<file path="src/rtl/ac97_pkg.sv">
// ac97_pkg: shared AC'97 link constants, slot/tag bit positions and the
// receive-side state type. Imported by the receive deserializer and its
// slot shifter.
package ac97_pkg;

  localparam int AC97_TAG_BITS   = 16;
  localparam int AC97_SLOT_BITS  = 20;
  localparam int AC97_NUM_SLOTS  = 12;
  localparam int AC97_FRAME_BITS = 256;

  // Frame-relative bit index of the last bit of the tag and of slots 1..4.
  localparam logic [7:0] TAG_END   = 8'd15;
  localparam logic [7:0] SLOT1_END = 8'd35;
  localparam logic [7:0] SLOT2_END = 8'd55;
  localparam logic [7:0] SLOT3_END = 8'd75;
  localparam logic [7:0] SLOT4_END = 8'd95;
  localparam logic [7:0] LAST_BIT  = 8'(AC97_FRAME_BITS - 1);

  // Bit positions inside the 16-bit tag word.
  localparam int TAG_READY  = 15;
  localparam int TAG_SLOT1  = 14;
  localparam int TAG_SLOT2  = 13;
  localparam int TAG_SLOT3  = 12;
  localparam int TAG_SLOT4  = 11;
  localparam int TAG_VLD_LO = 3;   // slot 12 valid bit

  typedef enum logic {
    RX_HUNT = 1'b0,
    RX_RUN  = 1'b1
  } rx_state_e;

endpackage

</file>
<file path="src/rtl/ac97_slot_shifter.sv">
// ac97_slot_shifter: MSB-first serial-to-parallel shifter.
// Keeps the last WIDTH-1 received bits; word_o presents them together with
// the bit arriving on this edge, so a full slot word is available on the
// same edge its final bit is sampled.
//   clk_i      - bit clock
//   rst_i      - synchronous active-high reset
//   shift_en_i - shift sdata_i in on this edge
//   sdata_i    - serial input, MSB first
//   word_o     - {history, sdata_i}, newest bit in the LSB
module ac97_slot_shifter
  import ac97_pkg::*;
#(
  parameter int WIDTH = AC97_SLOT_BITS
) (
  input  logic             clk_i,
  input  logic             rst_i,
  input  logic             shift_en_i,
  input  logic             sdata_i,
  output logic [WIDTH-1:0] word_o
);

  logic [WIDTH-2:0] hist_q, hist_d;

  assign word_o = {hist_q, sdata_i};

  always_comb begin
    hist_d = hist_q;
    if (shift_en_i) hist_d = word_o[WIDTH-2:0];
  end

  always_ff @(posedge clk_i) begin
    if (rst_i) hist_q <= '0;
    else       hist_q <= hist_d;
  end

endmodule

</file>
<file path="src/rtl/ac97_rx_frame.sv">
// ac97_rx_frame: AC'97 receive-side frame deserializer.
// Aligns to frames using the locally generated SYNC, extracts the tag,
// status address/data (slots 1/2) and capture PCM (slots 3/4), and commits
// them to registered outputs the cycle after the last bit of each frame.
//   ac97_bit_clock - bit clock, rising edge only
//   reset          - synchronous active-high
//   ac97_synch     - observed SYNC
//   ac97_sdata_in  - codec serial data, MSB first
//   codec_ready / slot_valid - tag of last complete frame
//   status_addr / status_data / status_valid - codec register readback
//   pcm_left / pcm_right / pcm_valid         - capture sample pair
//   frame_done - pulse per complete frame; sync_error - pulse per aborted frame
module ac97_rx_frame
  import ac97_pkg::*;
#(
  parameter int PCM_WIDTH = 20
) (
  input  logic                 ac97_bit_clock,
  input  logic                 reset,
  input  logic                 ac97_synch,
  input  logic                 ac97_sdata_in,
  output logic                 codec_ready,
  output logic [11:0]          slot_valid,
  output logic [6:0]           status_addr,
  output logic [15:0]          status_data,
  output logic                 status_valid,
  output logic [PCM_WIDTH-1:0] pcm_left,
  output logic [PCM_WIDTH-1:0] pcm_right,
  output logic                 pcm_valid,
  output logic                 frame_done,
  output logic                 sync_error
);

  rx_state_e state_q, state_d;
  logic [7:0] bit_cnt_q, bit_cnt_d;
  logic       sync_q;
  logic       sync_rise;
  logic       shift_en, commit, abort;
  logic [AC97_SLOT_BITS-1:0] word;

  // Holding registers for the frame in flight.
  logic [15:0]          tag_q;
  logic [6:0]           addr_hold_q;
  logic [15:0]          data_hold_q;
  logic [PCM_WIDTH-1:0] left_hold_q, right_hold_q;

  // Output registers.
  logic                 codec_ready_q, status_valid_q, pcm_valid_q;
  logic                 frame_done_q, sync_error_q;
  logic [11:0]          slot_valid_q;
  logic [6:0]           status_addr_q;
  logic [15:0]          status_data_q;
  logic [PCM_WIDTH-1:0] pcm_left_q, pcm_right_q;

  logic ld_status, ld_pcm;

  assign sync_rise = ac97_synch & ~sync_q;

  ac97_slot_shifter #(.WIDTH(AC97_SLOT_BITS)) u_shift (
    .clk_i      (ac97_bit_clock),
    .rst_i      (reset),
    .shift_en_i (shift_en),
    .sdata_i    (ac97_sdata_in),
    .word_o     (word)
  );

  // Frame sequencing. The bit-255 edge takes priority over the misplaced
  // SYNC check: a rise there is the normal start of the next frame.
  always_comb begin
    state_d   = state_q;
    bit_cnt_d = bit_cnt_q;
    commit    = 1'b0;
    abort     = 1'b0;
    shift_en  = 1'b0;
    unique case (state_q)
      RX_HUNT: begin
        bit_cnt_d = '0;
        if (sync_rise) state_d = RX_RUN;
      end
      RX_RUN: begin
        if (bit_cnt_q == LAST_BIT) begin
          commit    = 1'b1;
          shift_en  = 1'b1;
          bit_cnt_d = '0;
          state_d   = sync_rise ? RX_RUN : RX_HUNT;
        end else if (sync_rise) begin
          // Data on the aborting edge is dropped; the next edge is bit 0.
          abort     = 1'b1;
          bit_cnt_d = '0;
        end else begin
          shift_en  = 1'b1;
          bit_cnt_d = bit_cnt_q + 8'd1;
        end
      end
      default: state_d = RX_HUNT;
    endcase
  end

  // Status and PCM pulses are suppressed whenever the codec is not ready.
  assign ld_status = commit & tag_q[TAG_READY] & tag_q[TAG_SLOT1] & tag_q[TAG_SLOT2];
  assign ld_pcm    = commit & tag_q[TAG_READY] & (tag_q[TAG_SLOT3] | tag_q[TAG_SLOT4]);

  always_ff @(posedge ac97_bit_clock) begin
    if (reset) begin
      state_q   <= RX_HUNT;
      bit_cnt_q <= '0;
      sync_q    <= 1'b0;
    end else begin
      state_q   <= state_d;
      bit_cnt_q <= bit_cnt_d;
      sync_q    <= ac97_synch;
    end
  end

  always_ff @(posedge ac97_bit_clock) begin
    if (reset || abort) begin
      tag_q        <= '0;
      addr_hold_q  <= '0;
      data_hold_q  <= '0;
      left_hold_q  <= '0;
      right_hold_q <= '0;
    end else if (shift_en) begin
      if (bit_cnt_q == TAG_END)   tag_q        <= word[15:0];
      if (bit_cnt_q == SLOT1_END) addr_hold_q  <= word[18:12];
      if (bit_cnt_q == SLOT2_END) data_hold_q  <= word[19:4];
      if (bit_cnt_q == SLOT3_END) left_hold_q  <= word[AC97_SLOT_BITS-1 -: PCM_WIDTH];
      if (bit_cnt_q == SLOT4_END) right_hold_q <= word[AC97_SLOT_BITS-1 -: PCM_WIDTH];
    end
  end

  always_ff @(posedge ac97_bit_clock) begin
    if (reset) begin
      codec_ready_q  <= 1'b0;
      slot_valid_q   <= '0;
      status_addr_q  <= '0;
      status_data_q  <= '0;
      status_valid_q <= 1'b0;
      pcm_left_q     <= '0;
      pcm_right_q    <= '0;
      pcm_valid_q    <= 1'b0;
      frame_done_q   <= 1'b0;
      sync_error_q   <= 1'b0;
    end else begin
      frame_done_q   <= commit;
      sync_error_q   <= abort;
      status_valid_q <= ld_status;
      pcm_valid_q    <= ld_pcm;
      if (commit) begin
        codec_ready_q <= tag_q[TAG_READY];
        slot_valid_q  <= tag_q[TAG_SLOT1:TAG_VLD_LO];
      end
      if (ld_status) begin
        status_addr_q <= addr_hold_q;
        status_data_q <= data_hold_q;
      end
      if (ld_pcm) begin
        // A channel whose slot is not tagged valid reads as silence.
        pcm_left_q  <= tag_q[TAG_SLOT3] ? left_hold_q  : '0;
        pcm_right_q <= tag_q[TAG_SLOT4] ? right_hold_q : '0;
      end
    end
  end

  assign codec_ready  = codec_ready_q;
  assign slot_valid   = slot_valid_q;
  assign status_addr  = status_addr_q;
  assign status_data  = status_data_q;
  assign status_valid = status_valid_q;
  assign pcm_left     = pcm_left_q;
  assign pcm_right    = pcm_right_q;
  assign pcm_valid    = pcm_valid_q;
  assign frame_done   = frame_done_q;
  assign sync_error   = sync_error_q;

endmodule
</file>
<file path="config.mk">
export PLATFORM = sky130hd
export DESIGN_NAME = ac97_rx_frame
export DESIGN_NICKNAME = d
export VERILOG_FILES = /design/src/rtl/ac97_pkg.sv /design/src/rtl/ac97_slot_shifter.sv /design/src/rtl/ac97_rx_frame.sv
export SDC_FILE = /design/constraint.sdc
export NUM_CORES = 1
export LEC_CHECK = 0
export CORE_ASPECT_RATIO = 0.75
export CORE_MARGIN = 2
export CORE_UTILIZATION = 34
export CTS_CLUSTER_SIZE = 10
export DETAILED_ROUTE_END_ITERATION = 8
export GPL_TIMING_DRIVEN = 0
export PLACE_DENSITY = 0.66
export SYNTH_ARGS = -nofsm -noshare
export SYNTH_HDL_FRONTEND = slang
export SYNTH_HIERARCHICAL = 1
export SYNTH_SLANG_ARGS = --single-unit
</file>
<file path="constraint.sdc">
create_clock -name ac97_bit_clock -period 1.7 [get_ports ac97_bit_clock]
set_input_delay 0.34 -clock ac97_bit_clock [delete_from_list [all_inputs] [get_ports ac97_bit_clock]]
set_output_delay 0.34 -clock ac97_bit_clock [all_outputs]
set_load 0.03 [all_outputs]
</file>
; Word-level counts from Yosys, hierarchy flattened
; Index checks and enable logic that the tools add are counted.
; Widths: inputs -> output; s select.
[word_totals]
input_bits = 4
reg_bits = 188
elab_cells = 55
out_inout_bits = 80
[op_classes]
reduce_logical = 6
n_eq_ne = 6
addsub = 1
muxes = 15
bitwise_logic = 8
[ops]
columns = cell, n
row1 = $mux 20, 2
row2 = $eq 8x6->1 const B, 2
row3 = $eq 8x7->1 const B, 2
row4 = $mux 8, 2
row5 = $pmux 8 s2, 1
row6 = $reduce_and 2->1, 5
row7 = $mux 1, 9
row8 = $add 8x1->8 const B, 1
row9 = $eq 8x4->1 const B, 1
row10 = $eq 8x8->1 const B, 1
row11 = $and 1x1->1, 5
row12 = $not 1->1, 2
row13 = $pmux 1 s2, 1
row14 = $logic_or 1x1->1, 1
row15 = $or 1x1->1, 1

; Logic depth before layout (Yosys ltp)
[depth]
ltp_word = 6
ltp_mapped = 9
depth_no_buf = 7

; Cells and area by module
; The synthesis kept the hierarchy.
[by_module_without_submodules]
columns = module, area_per_inst_um2, n_inst, cells_per_inst, seq_area_each_um2
row1 = ac97_rx_frame, 5774.3, 1, 570, 3323.2
row2 = ac97_slot_shifter, 690.7, 1, 62, 380.4

; Worst setup path before layout
; Ideal clock, no wire load.
[synth_timing]
path_kind = reg-to-reg
start = reg bit_cnt_q[0]
end = reg u_shift.hist_q[12]
arrival_time_ns = 1.603
path_buffers = 2
synth_period_minus_slack_ns = 1.720
slack_ns = -0.020
setup_ns = 0.117
path_stages_with_launch = 10
t_required_ns = 1.583
cell_sequence = dfxtp_1 ha_1 nand3_1 nor2_1 nand2_1 nand2_1 buf_6 buf_12 mux2i_1 nor2_1
[synth_via]
elab_chain_len = 3
[synth_rtl]
columns = element, line_no
row1 = "start, declared", ac97_rx_frame.sv:35  ; logic [7:0] bit_cnt_q, bit_cnt_d;
row2 = "start signal, assigned", ac97_rx_frame.sv:110  ; bit_cnt_q <= bit_cnt_d;
row3 = $eq 8x8->1, ac97_rx_frame.sv:81  ; if (bit_cnt_q == LAST_BIT) begin
row4 = $mux 1, ac97_rx_frame.sv:81
row5 = $mux 1, ac97_rx_frame.sv:75  ; unique case (state_q)
row6 = named net shift_en, ac97_rx_frame.sv:38  ; logic shift_en, commit, abort;
row7 = "end signal, assigned", ac97_slot_shifter.sv:33  ; else hist_q <= hist_d;
row8 = "end, declared", ac97_slot_shifter.sv:22  ; logic [WIDTH-2:0] hist_q, hist_d;
; The timed path passes the listed nets, and every way through them passes these cells.
; A chain may end at the register's enable or synchronous reset.

; Worst setup path after layout
[layout_timing]
start = reg bit_cnt_q[4]
end = reg pcm_right_q[10] (netlist: pcm_right[10])
[layout_via]
elab_chain_len = 5
[layout_rtl]
columns = element, line_no
row1 = $eq 8x8->1, ac97_rx_frame.sv:81
row2 = $mux 1, ac97_rx_frame.sv:81
row3 = $mux 1, ac97_rx_frame.sv:75
row4 = $and 1x1->1 (2 in series), ac97_rx_frame.sv:101  ; assign ld_pcm = commit & tag_q[TAG_READY] & (tag_q[TAG_SLOT3] | tag_q[TAG_SLOT4]);
row5 = "end signal, assigned", ac97_rx_frame.sv:159  ; pcm_right_q <= tag_q[TAG_SLOT4] ? right_hold_q : '0;
row6 = "end, declared", ac97_rx_frame.sv:53  ; logic [PCM_WIDTH-1:0] pcm_left_q, pcm_right_q;
; No other way between the ends.

==> impl_metrics.ini <==
[run_status]
status = complete, but fails checks
violations = negative setup slack

[logic_synthesis]
seq_area_frac_synth_pct = 57.3
synth_edf_count = 0
synth.largest_area_cell = dfxtp_1
ys_types = 33
netlist_area_um2 = 6460
yosys_register_bits = 185
synth_ff_type = dfxtp_1
netlist_instances = 632
synthTopCellsByArea = dfxtp_1 57%, mux2i_1 15%, nor2_1 6.3%
avgSynthCellArea_um2 = 10.2
synthArstFlopShare_pct = 0
netlist.area_leader.share_pct = 57.3
synth_nets = 637
yosys.cell_count.top_type = dfxtp_1
yosys_warnings = 6
synth_commonest_cells = 185 x dfxtp_1, 108 x nor2_1, 95 x mux2i_1, 77 x nand2_1, 40 x a22o_1

[critical_path]
cp_top_family = buffers and inverters
cp_num_buf_inv = 3
cp.arrival_ns = 2.14
worstSetupStartpointType = flip-flop
cp_max_fo = 10
cpPeakStageDelay_ns = 0.43
critPathSlowestCell = nor4_1
worstPathCellList = buf_6, nand4_4, buf_4, nor4_1, clkbuf_4, a22o_1
required_ns = 2.06
crit_type = flip-flop to flip-flop
worstSetupEndpointType = flip-flop

[placement]
dp_hpwl_um = 10900
numPortBuffers = 83
gp_congestion = 0.859

[drt]
viasPerCell = 4.75
wl_per_cell_um = 15.9
antenna_left = 0
drtIter0Drc = 297
drt_wl_total_um = 16100
drtPass1Iterations = 4
num_vias = 4800
drcViolationCount = 0

[grt]
grt_pass1_wl_um = 24500
antenna_found_initial = 0
grt_use_total_pct = 16.1
overflow = 0
grt_pass1_vias = 4373
grt_max_degree = 19

[final_layout]
fillers = 1750
final_util_pct = 45.9
antenna_cells = 0
syn_to_final_growth_pct = 31.6
fin_nets = 755
layout-drive-gt1-share_pct = 14.4

[floorplanning]
num_rows = 43
io_pins = 84
initial_core_util_pct = 34.8
die_y_um = 123
dieArea_um2 = 20100
coreArea_um2 = 18600
fp.dieW_um = 163

[sta]
drv_slew = 0
slew_headroom_pct = 61.0
max_freq_mhz = 564
setup_viol = 23
fin_crit_sh_pct = 104
clock_skew_ns = 0.0142
period_needed_ns = 1.77
worstMarginPinSlew_ns = 0.577
finalHoldViolations = 0
setup_slack_ns = -0.0738
rsz0062_at_grt = true

[power]
p_leak_nw = 3.79
power_density_nw_per_um2 = 996
ir_drop_v = 0.000624
finalPower_mw = 8.48

[clocking]
cts_tree = done
clk_latency_ns = 0.43
cts_made_buffers = 17
cts_root_buffer = clkbuf_16
ctsLongestPathBuffers = 2
cts_sinks = 185
hold_buffers = 0
cts_max_level = 4
path_clk_slew_ns = 0.07

[job]
drv_cap = 0

[worst_hold_path]
holdCritPathClass = flip-flop to flip-flop
-- state kept, by name, indices dropped and copies added (netlist names), 7 cells and up --
signal          flops
status_data        16
pcm_left           20
data_hold_q        16
left_hold_q        20
u_shift/hist_q     19
status_addr         7
bit_cnt_q           8
right_hold_q       20
slot_valid         12
tag_q              13
pcm_right          20
addr_hold_q         7
-- metal layers --
layer  vias to the layer above  track usage, %  wire [µm]
met5                         -               0          0
met4                         0            4.54         98
met3                         9            3.72        950
met2                       117            22.3       6740
met1                      2277            24.5       8320
li1                       2397               -          -
-- path summary, 6_finish.rpt --
| path | cells past startpoint | slack [ns] | endpoint | startpoint |
|---|---|---|---|---|
| min reg2reg | 1 | 0.44 | bit_cnt_q[0]$_SDFF_PP0_ | bit_cnt_q[0]$_SDFF_PP0_ |
| max | 6 | -0.07 | pcm_right[10]$_SDFFE_PP0P_ | bit_cnt_q[4]$_SDFF_PP0_ |
| min | 1 | 0.44 | bit_cnt_q[0]$_SDFF_PP0_ | bit_cnt_q[0]$_SDFF_PP0_ |
| max reg2reg | 6 | -0.07 | pcm_right[10]$_SDFFE_PP0P_ | bit_cnt_q[4]$_SDFF_PP0_ |
-- through the flow --
| step | hold WS (ns) | area [µm²] | std cells | TNS [ns] | setup WS (ns) |
|---|---|---|---|---|---|
| 6_report | 0.440 | 8510 | 1010 | -1.02 | -0.0738 |
| 5_1_grt | 0.460 | 8510 | 1010 | -5.20 | -0.156 |
| 4_1_cts | 0.450 | 8240 | 998 | 0 | 0.00174 |
| 3_5_place_dp | 0.436 | 7600 | 962 | -84.77 | -0.675 |
| 3_3_place_gp | 0.428 | 7600 | 962 | -81.82 | -0.653 |
| 2_1_floorplan | 0.413 | 6460 | 632 | -0.200 | -0.0200 |
-- power by group --
part,total [mW],leakage [nW],switching [mW],internal [mW]
registers,4.34,1.49,0.00882,4.33
logic,0.235,2.01,0.144,0.0908
clock network,3.90,0.283,1.82,2.08
-- cell type report --
class | count | area (µm²) | area share (%)
inverters | 2 | 7.51 | 0.0882
multi-input cells | 401 | 2640 | 31.0
flip-flops and latches | 185 | 3720 | 43.7
clock inverters | 15 | 161 | 1.90
clock buffers | 17 | 425 | 5.00
plain buffers | 42 | 335 | 3.94
repair buffers | 101 | 916 | 10.8
well taps | 247 | 309 | 3.63
-- placed cells by master (no fill, tap or decap), drive strengths merged --
master / n
or3: 2
o21ai: 1
and3: 5
xnor2: 4
xor2: 2
nor4: 2
a22o: 40
dlygate4sd2: 80
nor2b: 3
buf: 43
nand2: 77
nor3b: 2
nand2b: 2
clkdlybuf4s50: 3
nor2: 108
bufinv: 1
a21oi: 37
and4: 3
o21bai: 1
nor4bb: 1
nand3: 3
clkinvlp: 2
nand4: 6
clkbuf: 34
nor4b: 2
inv: 8
clkinv: 6
dfxtp: 185
ha: 1
nor3: 4
mux2i: 95
-- what timing repair did --
action	CTS	global route
setup buffers	5	9
pin swaps	2	39
gates cloned	0	4
resized for setup	105	66
setup endpoints to repair	261	161
-- kinds of logic after synthesis --
family | Yosys count | synth area share [%]
adders and majority gates | 1 | 0.194
muxes | 95 | 14.7
DFF | 185 | 57.3
and+or+nand+nor | 220 | 14.7
buffers and inverters | 46 | 3.79
xor gates and xnor gates | 6 | 0.813
AOI/OAI and AO/OA | 79 | 8.48
Note: power is estimated with default switching activity, not from simulation.
==> variant, RTL diff (same settings) <==
Set the parameter `PCM_WIDTH` to 10 (it was 20).
--- a/src/rtl/ac97_rx_frame.sv
+++ b/src/rtl/ac97_rx_frame.sv
@@ -15,3 +15,3 @@
 #(
-  parameter int PCM_WIDTH = 20
+  parameter int PCM_WIDTH = 10
 ) (
Interface: changed (resized pcm_left and pcm_right); port bits go from 84 to 64. No check against the original RTL was run, so the function may have changed too.
==> variant against the original RTL <==
  * Area after synthesis down 20%
  * Worst setup slack better by 0.031 ns
  * Sequential cell count down 40
  * Routed wire length down 15%
  * The run still ends with negative setup slack left
  * Total power down 16%
  * Via count down 14%
  * Maximum frequency up 1.8%
  * Cell area down 17%
  * Combinational power down 10%
  * Count of clock-buffer cells in the layout up 3
  * Worst hold slack worse by 0.22 ns
==> variant: results (changes against the original RTL) <==
worst_skew_pair_later_pin_latency_ns: 0.42
critPathLaunch: "bit_cnt_q[1]"
setup_slack_ns: -0.0431  # +0.0307 ns
drt-total-wl_mm: 13.7  # -15%
multi_input_area_share: 0.308  # -0.00141
clock_skew_ns: 0.00839  # -0.00577 ns
final.fill_count: 1389  # -21%
hpwlAfterDp_mm: 8.99  # -18%
worstPathArrival_ns: 2.02  # -0.12 ns
cts-root-to-sink-buffers: 2  # unchanged
cp_slowest_cell: "sky130_fd_sc_hd__or4_4"
violations: "negative setup slack"
antenna_found_initial: 0  # unchanged
criticalPathCategory: "reg -> reg"
reg2reg_to: "status_data[5]"
placement.cell_area_um2: 6070  # -20%
grt_first_pass_wirelength_mm: 21.4  # -13%
holdCritStartpoint: "reset"
area_share_nonclk_buffers: 0.160  # +0.0129
critical_path.reg2reg.startpoint: "bit_cnt_q[1]"
finish.net_count: 632  # -16%
grtUsageTotal: 0.169  # +0.00880
critPathMaxStageDelay_ns: 0.55  # +0.12 ns
grt_start_max_net_pins: 17  # -2
p_leak_nw: 3.04  # -20%
fin_crit_sh: 1.03  # -0.0181
synth_fp_nets: 522  # -18%
hold_end: "u_shift/hist_q[0]"
peakVddDrop_uv: 765  # +23%
largest_register_ffs: 19
area.sequential_um2: 2920  # -21%
clk_share: 0.0792  # +0.0103
viasPerCell: 4.90  # +3.2%
yosysWarningCount: 6  # unchanged
drt_iter0_markers: 337  # +13%
cts_buf_count: 17  # unchanged
tritoncts_num_sinks: 145  # -22%
path_clk_slew_ns: 0.06
setup_viol: 29  # +26%
drive_gt1_frac: 0.178  # +0.0340
outcome: "complete, but fails checks"
syn_area_per_cell_um2: 9.96  # -2.6%
multiInputCombCellCount: 337  # -16%
num-clock-buffers: 20  # +3
routability_congestion: 0.823  # -4.2%
first_global_vias: 4042  # -7.6%
holdPathStages: 2  # +1
hold_path_class: "in -> reg"
signal_buffers: 124  # -13%
port-buffer-count: 62  # -25%
worst_slew_slack_as_a_fraction_of_its_limit: 0.563  # -0.0470
critical_path_peak_fanout: 10  # unchanged
cpLargestDelayFamily: "simple AND/OR/NAND/NOR gates"
ff2ff_path_depth: 7  # +1
setup-tns-final_ns: -0.555  # +0.463 ns
final.signal_inverter_count: 2  # unchanged
==> variant: routing by layer <==
layer | up-vias | share of wire | GRT usage
met1 | 1991 | 0.47 | 0.217
met2 | 124 | 0.45 | 0.264
met4 | 0 | 0.020 | 0.0770
li1 | 1976 | - | -
met5 | - | 0 | 0
met3 | 27 | 0.062 | 0.0508
==> variant: per-stage QoR <==
stage	hold slack, ns	total power, mW	util	cells	setup WS [ns]
final	0.225	7.11	0.480	840	-0.0431
after global routing	0.243	7.31	0.480	840	-0.113
after CTS	0.219	7.15	0.474	836	-0.110
after detailed placement	0.437	3.64	0.415	779	-0.892
after global placement	0.429	3.63	0.415	779	-0.890
after floorplan	0.420	3.59	-	517	-0.0898
==> variant: power breakdown <==
group          switching, mW  internal, mW
registers            0.00407          3.40
logic                  0.125        0.0862
clock network           1.45          2.05
==> variant: repair_timing <==
action | in CTS | in global routing
buffers inserted | 24 | 4
gates cloned | 2 | 3
pin swaps | 9 | 11
gates resized for setup | 110 | 26
setup endpoints to repair | 172 | 127
